--- src/rtl/rr_mux_pkg.sv ---
// Shared definitions for the N:1 round-robin / forced-select multiplexer.
package rr_mux_pkg;

    // Arbitration mode as seen on the `mode` port.
    typedef enum logic {
        MODE_RR     = 1'b0,
        MODE_FORCED = 1'b1
    } mode_t;

    // Low bit of channel `ch` inside a flattened {ch N-1, ..., ch 0} data bus.
    function automatic int unsigned slice_lo(input int unsigned ch, input int unsigned width);
        return ch * width;
    endfunction

endpackage

--- src/rtl/rr_arbiter.sv ---
// Channel arbiter: rotating-priority search in round-robin mode, direct
// select in forced mode. Owns the round-robin pointer.
module rr_arbiter
    import rr_mux_pkg::*;
#(
    parameter  int N     = 4,
    localparam int SEL_W = $clog2(N)
) (
    input  logic             clk,
    input  logic             rst,
    input  logic [N-1:0]     req,
    input  logic             mode,
    input  logic [SEL_W-1:0] sel,
    input  logic             advance,
    output logic             grant_valid,
    output logic [SEL_W-1:0] g
);

    mode_t            cur_mode;
    logic [SEL_W-1:0] ptr;
    logic [SEL_W-1:0] ptr_next;
    logic             rr_valid;
    logic [SEL_W-1:0] rr_g;
    logic             fs_valid;

    assign cur_mode = mode_t'(mode);

    // Rotating priority: first pass covers ptr..N-1, second pass wraps to 0..ptr-1.
    always_comb begin
        rr_valid = 1'b0;
        rr_g     = '0;
        for (int unsigned i = 0; i < N; i++) begin
            if (!rr_valid && req[i] && (i >= 32'(ptr))) begin
                rr_valid = 1'b1;
                rr_g     = SEL_W'(i);
            end
        end
        for (int unsigned i = 0; i < N; i++) begin
            if (!rr_valid && req[i] && (i < 32'(ptr))) begin
                rr_valid = 1'b1;
                rr_g     = SEL_W'(i);
            end
        end
    end

    // Forced select: an out-of-range sel matches no channel, so it simply never grants.
    always_comb begin
        fs_valid = 1'b0;
        for (int unsigned i = 0; i < N; i++) begin
            if ((32'(sel) == i) && req[i]) begin
                fs_valid = 1'b1;
            end
        end
    end

    // Pick the grant source for the current mode.
    always_comb begin
        if (cur_mode == MODE_FORCED) begin
            grant_valid = fs_valid;
            g           = sel;
        end else begin
            grant_valid = rr_valid;
            g           = rr_g;
        end
    end

    // Pointer moves past the granted channel only on a round-robin load.
    always_comb begin
        ptr_next = ptr;
        if (advance && (cur_mode == MODE_RR)) begin
            if (32'(g) == 32'(N - 1)) begin
                ptr_next = '0;
            end else begin
                ptr_next = g + SEL_W'(1);
            end
        end
    end

    // Round-robin pointer register.
    always_ff @(posedge clk or posedge rst) begin
        if (rst) begin
            ptr <= '0;
        end else begin
            ptr <= ptr_next;
        end
    end

endmodule

--- src/rtl/rr_mux_nx1.sv ---
// N-input registered multiplexer with valid/ready on every channel and on
// the output; arbitration is round-robin or forced by `sel`.
module rr_mux_nx1
    import rr_mux_pkg::*;
#(
    parameter  int N     = 4,
    parameter  int WIDTH = 8,
    localparam int SEL_W = $clog2(N)
) (
    input  logic               clk,
    input  logic               rst,
    input  logic [N-1:0]       in_valid,
    input  logic [N*WIDTH-1:0] in_data,
    output logic [N-1:0]       in_ready,
    input  logic               mode,
    input  logic [SEL_W-1:0]   sel,
    output logic               out_valid,
    output logic [WIDTH-1:0]   out_data,
    output logic [SEL_W-1:0]   out_ch,
    input  logic               out_ready
);

    logic             grant_valid;
    logic [SEL_W-1:0] g;
    logic             load;
    logic [WIDTH-1:0] g_data;

    rr_arbiter #(
        .N(N)
    ) u_arb (
        .clk         (clk),
        .rst         (rst),
        .req         (in_valid),
        .mode        (mode),
        .sel         (sel),
        .advance     (load),
        .grant_valid (grant_valid),
        .g           (g)
    );

    // Accept a word when the output slot is empty or being drained this cycle.
    // rst gates it so no channel sees ready while reset is held.
    always_comb begin
        load = !rst && (!out_valid || out_ready) && grant_valid;
    end

    // One-hot ready back to the granted producer.
    always_comb begin
        in_ready = '0;
        for (int unsigned i = 0; i < N; i++) begin
            if (load && (g == SEL_W'(i))) begin
                in_ready[i] = 1'b1;
            end
        end
    end

    // Select the granted channel's data slice.
    always_comb begin
        g_data = '0;
        for (int unsigned i = 0; i < N; i++) begin
            if (g == SEL_W'(i)) begin
                g_data = in_data[slice_lo(i, WIDTH) +: WIDTH];
            end
        end
    end

    // Output register: load replaces (even while draining), otherwise drain clears valid.
    always_ff @(posedge clk or posedge rst) begin
        if (rst) begin
            out_valid <= 1'b0;
            out_data  <= '0;
            out_ch    <= '0;
        end else if (load) begin
            out_valid <= 1'b1;
            out_data  <= g_data;
            out_ch    <= g;
        end else if (out_ready) begin
            out_valid <= 1'b0;
        end
    end

endmodule

--- config.mk ---
export PLATFORM = sky130hd
export DESIGN_NAME = rr_mux_nx1
export DESIGN_NICKNAME = d
export VERILOG_FILES = /design/src/rtl/rr_mux_pkg.sv /design/src/rtl/rr_arbiter.sv /design/src/rtl/rr_mux_nx1.sv
export SDC_FILE = /design/constraint.sdc
export NUM_CORES = 1
export LEC_CHECK = 0
export ABC_AREA = 1
export CAP_MARGIN = 40
export CORE_MARGIN = 5
export CORE_UTILIZATION = 40
export CTS_BUF_LIST = sky130_fd_sc_hd__clkbuf_8
export CTS_CLUSTER_DIAMETER = 100
export DETAILED_ROUTE_END_ITERATION = 16
export PLACE_DENSITY = 0.82
export SKIP_CTS_REPAIR_TIMING = 1
export SLEW_MARGIN = 40
export SYNTH_ARGS = -nofsm -noshare
export SYNTH_HDL_FRONTEND = slang
export SYNTH_SLANG_ARGS = --single-unit
--- constraint.sdc ---
create_clock -name clk -period 4.7 [get_ports clk]
set_input_delay 1.41 -clock clk [delete_from_list [all_inputs] [get_ports clk]]
set_output_delay 1.41 -clock clk [all_outputs]
set_load 0.01 [all_outputs]
==> results.md <==
- The die is 61.1 microns tall.
- After the last flow step, the layout net total stands at 288.
- The worst setup path is captured at an output pin.
- The finished cells cover around 1800 sq um.
- The power per cell area is 305 nW/um^2.
- The clock skew after layout is 5.14 ps.
- When the netlist entered floorplanning its net count stood at 213.
- The max-capacitance violation count is 0.
- The number of I/O port buffers is between 50 and 60.
- The cell at the root of the clock tree is sky130_fd_sc_hd__clkbuf_8.
- The synthesis warning total is 0.
- After Yosys synthesis, and, or, nand and nor cells account for between 40% and 50% of the synthesized area.
- The summed instance area of the synthesized netlist is around 1000 sq um.
- The pre-antenna-repair detailed-routing pass consisted of 5 iterations.
- The multiplexer area fraction after synthesis is 0%.
- The total overflow left after global routing is 0.
- The combined global-route utilization of all metal layers is about 19%.
- The max-slew violation count is 0.
- The clock edge transition at the registers on the reported setup and hold paths is roughly 50 ps.
- The worst setup path category is input pin to output pin.
- The first global-routing pass estimated ~5.5 mm of wire.
- Routability-driven placement finished with a final weighted congestion of ~0.87.
- The detail-routed net length per standard cell is 12.7 microns.
- The slew at the pin closest to its max-slew limit is around 310 ps.
- The clock sink count is 13.
- The highest clock rate is between 200 and 250 MHz.
- The detailed router finished its first iteration with 37 violations.
- The cell area after placement is around 1800 sq um.
- The remaining antenna violation count after routing is 0.
- Data on the critical path arrives at its endpoint at between 3000 and 4000 ps.
- The TritonCTS clock tree is done.
- The count of state elements after synthesis is 13.
- Entering global routing, the biggest net connects 17 pins.
- In this run the number of H-tree levels came out at 1.
- The initial standard-cell utilization of the core is between 40% and 50%.
- Across all layers, the routed design uses 1,312 vias.
- The critical-path maximum fanout is 3.
- The placement row count is 18.
- The via count of the first global-routing pass is roughly 1,300.
- The post-layout utilization of the core is about 72%.
- The number of setup violations in the final report is 0.
- Synthesis produced a netlist whose cell count is 167.
- The routed design has between 3 and 4 mm of wire.
- The top-level I/O count is 57.
- Of the total synthesized cell area, the portion taken by XOR and XNOR cells is 0%.
- The share of cells above drive strength 1 is 13.3%.
- On the final layout, the worst hold slack is just under 500 ps.
- The number of buffers created by CTS is 3.
- The area of the placeable core is 2500 sq um.
- The average instance area after synthesis is 6.26 sq um.
- By area, the combinational part of the netlist is dominated by simple AND/OR/NAND/NOR gates.
- The leakage component of the power is just under 0.001 uW.
- The final period utilization is roughly 94%.
- The flow ran to the end, and the final reports show no timing, DRC or antenna violations.
- Summing the areas of all compound-gate instances in the mapped netlist gives between 10 and 15% of the synthesized area.
- The arithmetic-cell share of the synthesized area counting full adders, half adders and majority gates is roughly 4.8%.
- After legalization and detailed placement, the total HPWL measured between 2 and 3 mm.
- The routed design could run at a clock period as short as roughly 4400 ps.
- Yosys mapped the design onto 21 distinct sky130hd cell types.
- The type of the tightest min-delay check is flip-flop to flip-flop.
- The clock passes through at most 2 buffers.
- The relative area change from synthesis to final layout is 73.0%.
- Setup repair after global routing left no endpoint under its margin.
- The area enclosed by the die boundary is approximately 3700 sq um.
- The final antenna diode count is 0.
- Sequential cells were found to cover between 30% and 40% of the synthesized design area.
- The number of hold violations in the final report is 0.
- The data required time of the critical path is around 3300 ps.
- After detailed routing, the number of remaining DRC violations is 0.
- The worst-case IR drop observed on VDD is 0.308 mV.
- The power consumption is about 550 uW.
- In the routed layout, each cell is associated on average with a via count of just under 5.
- The latest clock arrival within the worst-skew pair is approximately 240 ps.
- The width of the chip is approximately 61 microns.
- The initial antenna violation count came to 0.
- Headroom to the max-slew limit came out at around four fifths.
- STA classifies the critical path startpoint as an input pin.
per-stage QoR:
stage               setup TNS, ps  worst slack, ps  cells
finish                          0              268    271
global route                    0              119    271
CTS                          -393             -110    271
detailed placement           -338             -104    267
global placement            -49.0            -22.2    267
floorplan                       0              452    167
routing by layer:
| metal | vias up | global-route usage (%) | wire length [microns] |
|---|---|---|---|
| li1 | 671 | - | - |
| met1 | 567 | 23.5 | 1420 |
| met4 | 0 | 10.2 | 125 |
| met2 | 63 | 33.1 | 1700 |
| met5 | - | 0 | 0 |
| met3 | 11 | 2.31 | 203 |
path summary, 6_finish.rpt:
kind,from,end,slack [ps],depth (start not counted)
setup / recovery,in_valid[1],in_ready[2],270,12
hold / removal,out_data[6],out_data[6],480,2
setup reg to reg,u_arb.ptr[1],out_data[0],2270,17
hold reg to reg,out_data[6],out_data[6],480,2
max in group asynchronous,rst,out_data[7],3060,3
min in group asynchronous,rst,out_data[2],1480,3
synthesized netlist by cell type, drive strengths merged:
cell type  instances  share of area [%]
nand2             84                 32
o21ai             18                8.6
inv               16                5.7
dfrtp             13                 31
a21oi              9                4.7
nor2               8                3.8
nand3              7                3.3
ha                 4                4.8
buf                3                2.4
clkbuf             2               0.72
nand4              2                2.6
a31oi              1               0.60
sequential cells by signal, summed over array words and instances, names as in the netlist:
signal     count
out_valid      1
out_data       8
out_ch         2
u_arb.ptr      2
layout make-up:
class / instances / area (sq um)
clock inverter: 1 / 3.75
tap: 30 / 37.5
fill: 216 / 691
inverter: 16 / 60.1
multi-input combinational: 133 / 628
sequential: 13 / 325
clock buffer: 3 / 41.3
timing repair buffer: 75 / 713
where the power goes:
| part | switching [uW] | total, uW | internal [uW] |
|---|---|---|---|
| logic | 138 | 287 | 149 |
| clock network | 37.5 | 95.0 | 57.5 |
| registers | 23.9 | 169 | 145 |
kinds of logic (layout without fill, tap and decap cells):
group / Yosys count / count (layout)
simple gates: 101 / 101
flops: 13 / 13
buf+inv: 21 / 95
fa+ha+maj: 4 / 4
compound gates: 28 / 28
layout by cell type (no fill, tap or decap), drive strengths merged:
| cell | count |
|---|---|
| nand2 | 84 |
| clkdlybuf4s50 | 52 |
| buf | 19 |
| o21ai | 18 |
| inv | 17 |
| dfrtp | 13 |
| a21oi | 9 |
| nor2 | 8 |
| nand3 | 7 |
| ha | 4 |
| dlymetal6s2s | 4 |
| clkbuf | 3 |
| nand4 | 2 |
| a31oi | 1 |
worst max-delay path: stages:
cell and delay (ps):
sky130_fd_sc_hd__clkdlybuf4s50_1 420, sky130_fd_sc_hd__nand2_1 140, sky130_fd_sc_hd__nand2_2 90, sky130_fd_sc_hd__nor2_4 100, sky130_fd_sc_hd__nand4_1 90, sky130_fd_sc_hd__nand2_1 90, sky130_fd_sc_hd__nand2_1 90, sky130_fd_sc_hd__inv_1 90
sky130_fd_sc_hd__ha_1 170, sky130_fd_sc_hd__inv_1 60, sky130_fd_sc_hd__nor2_1 90, sky130_fd_sc_hd__dlymetal6s2s_1 190
No activity file was read; power rests on OpenSTA's default activity.
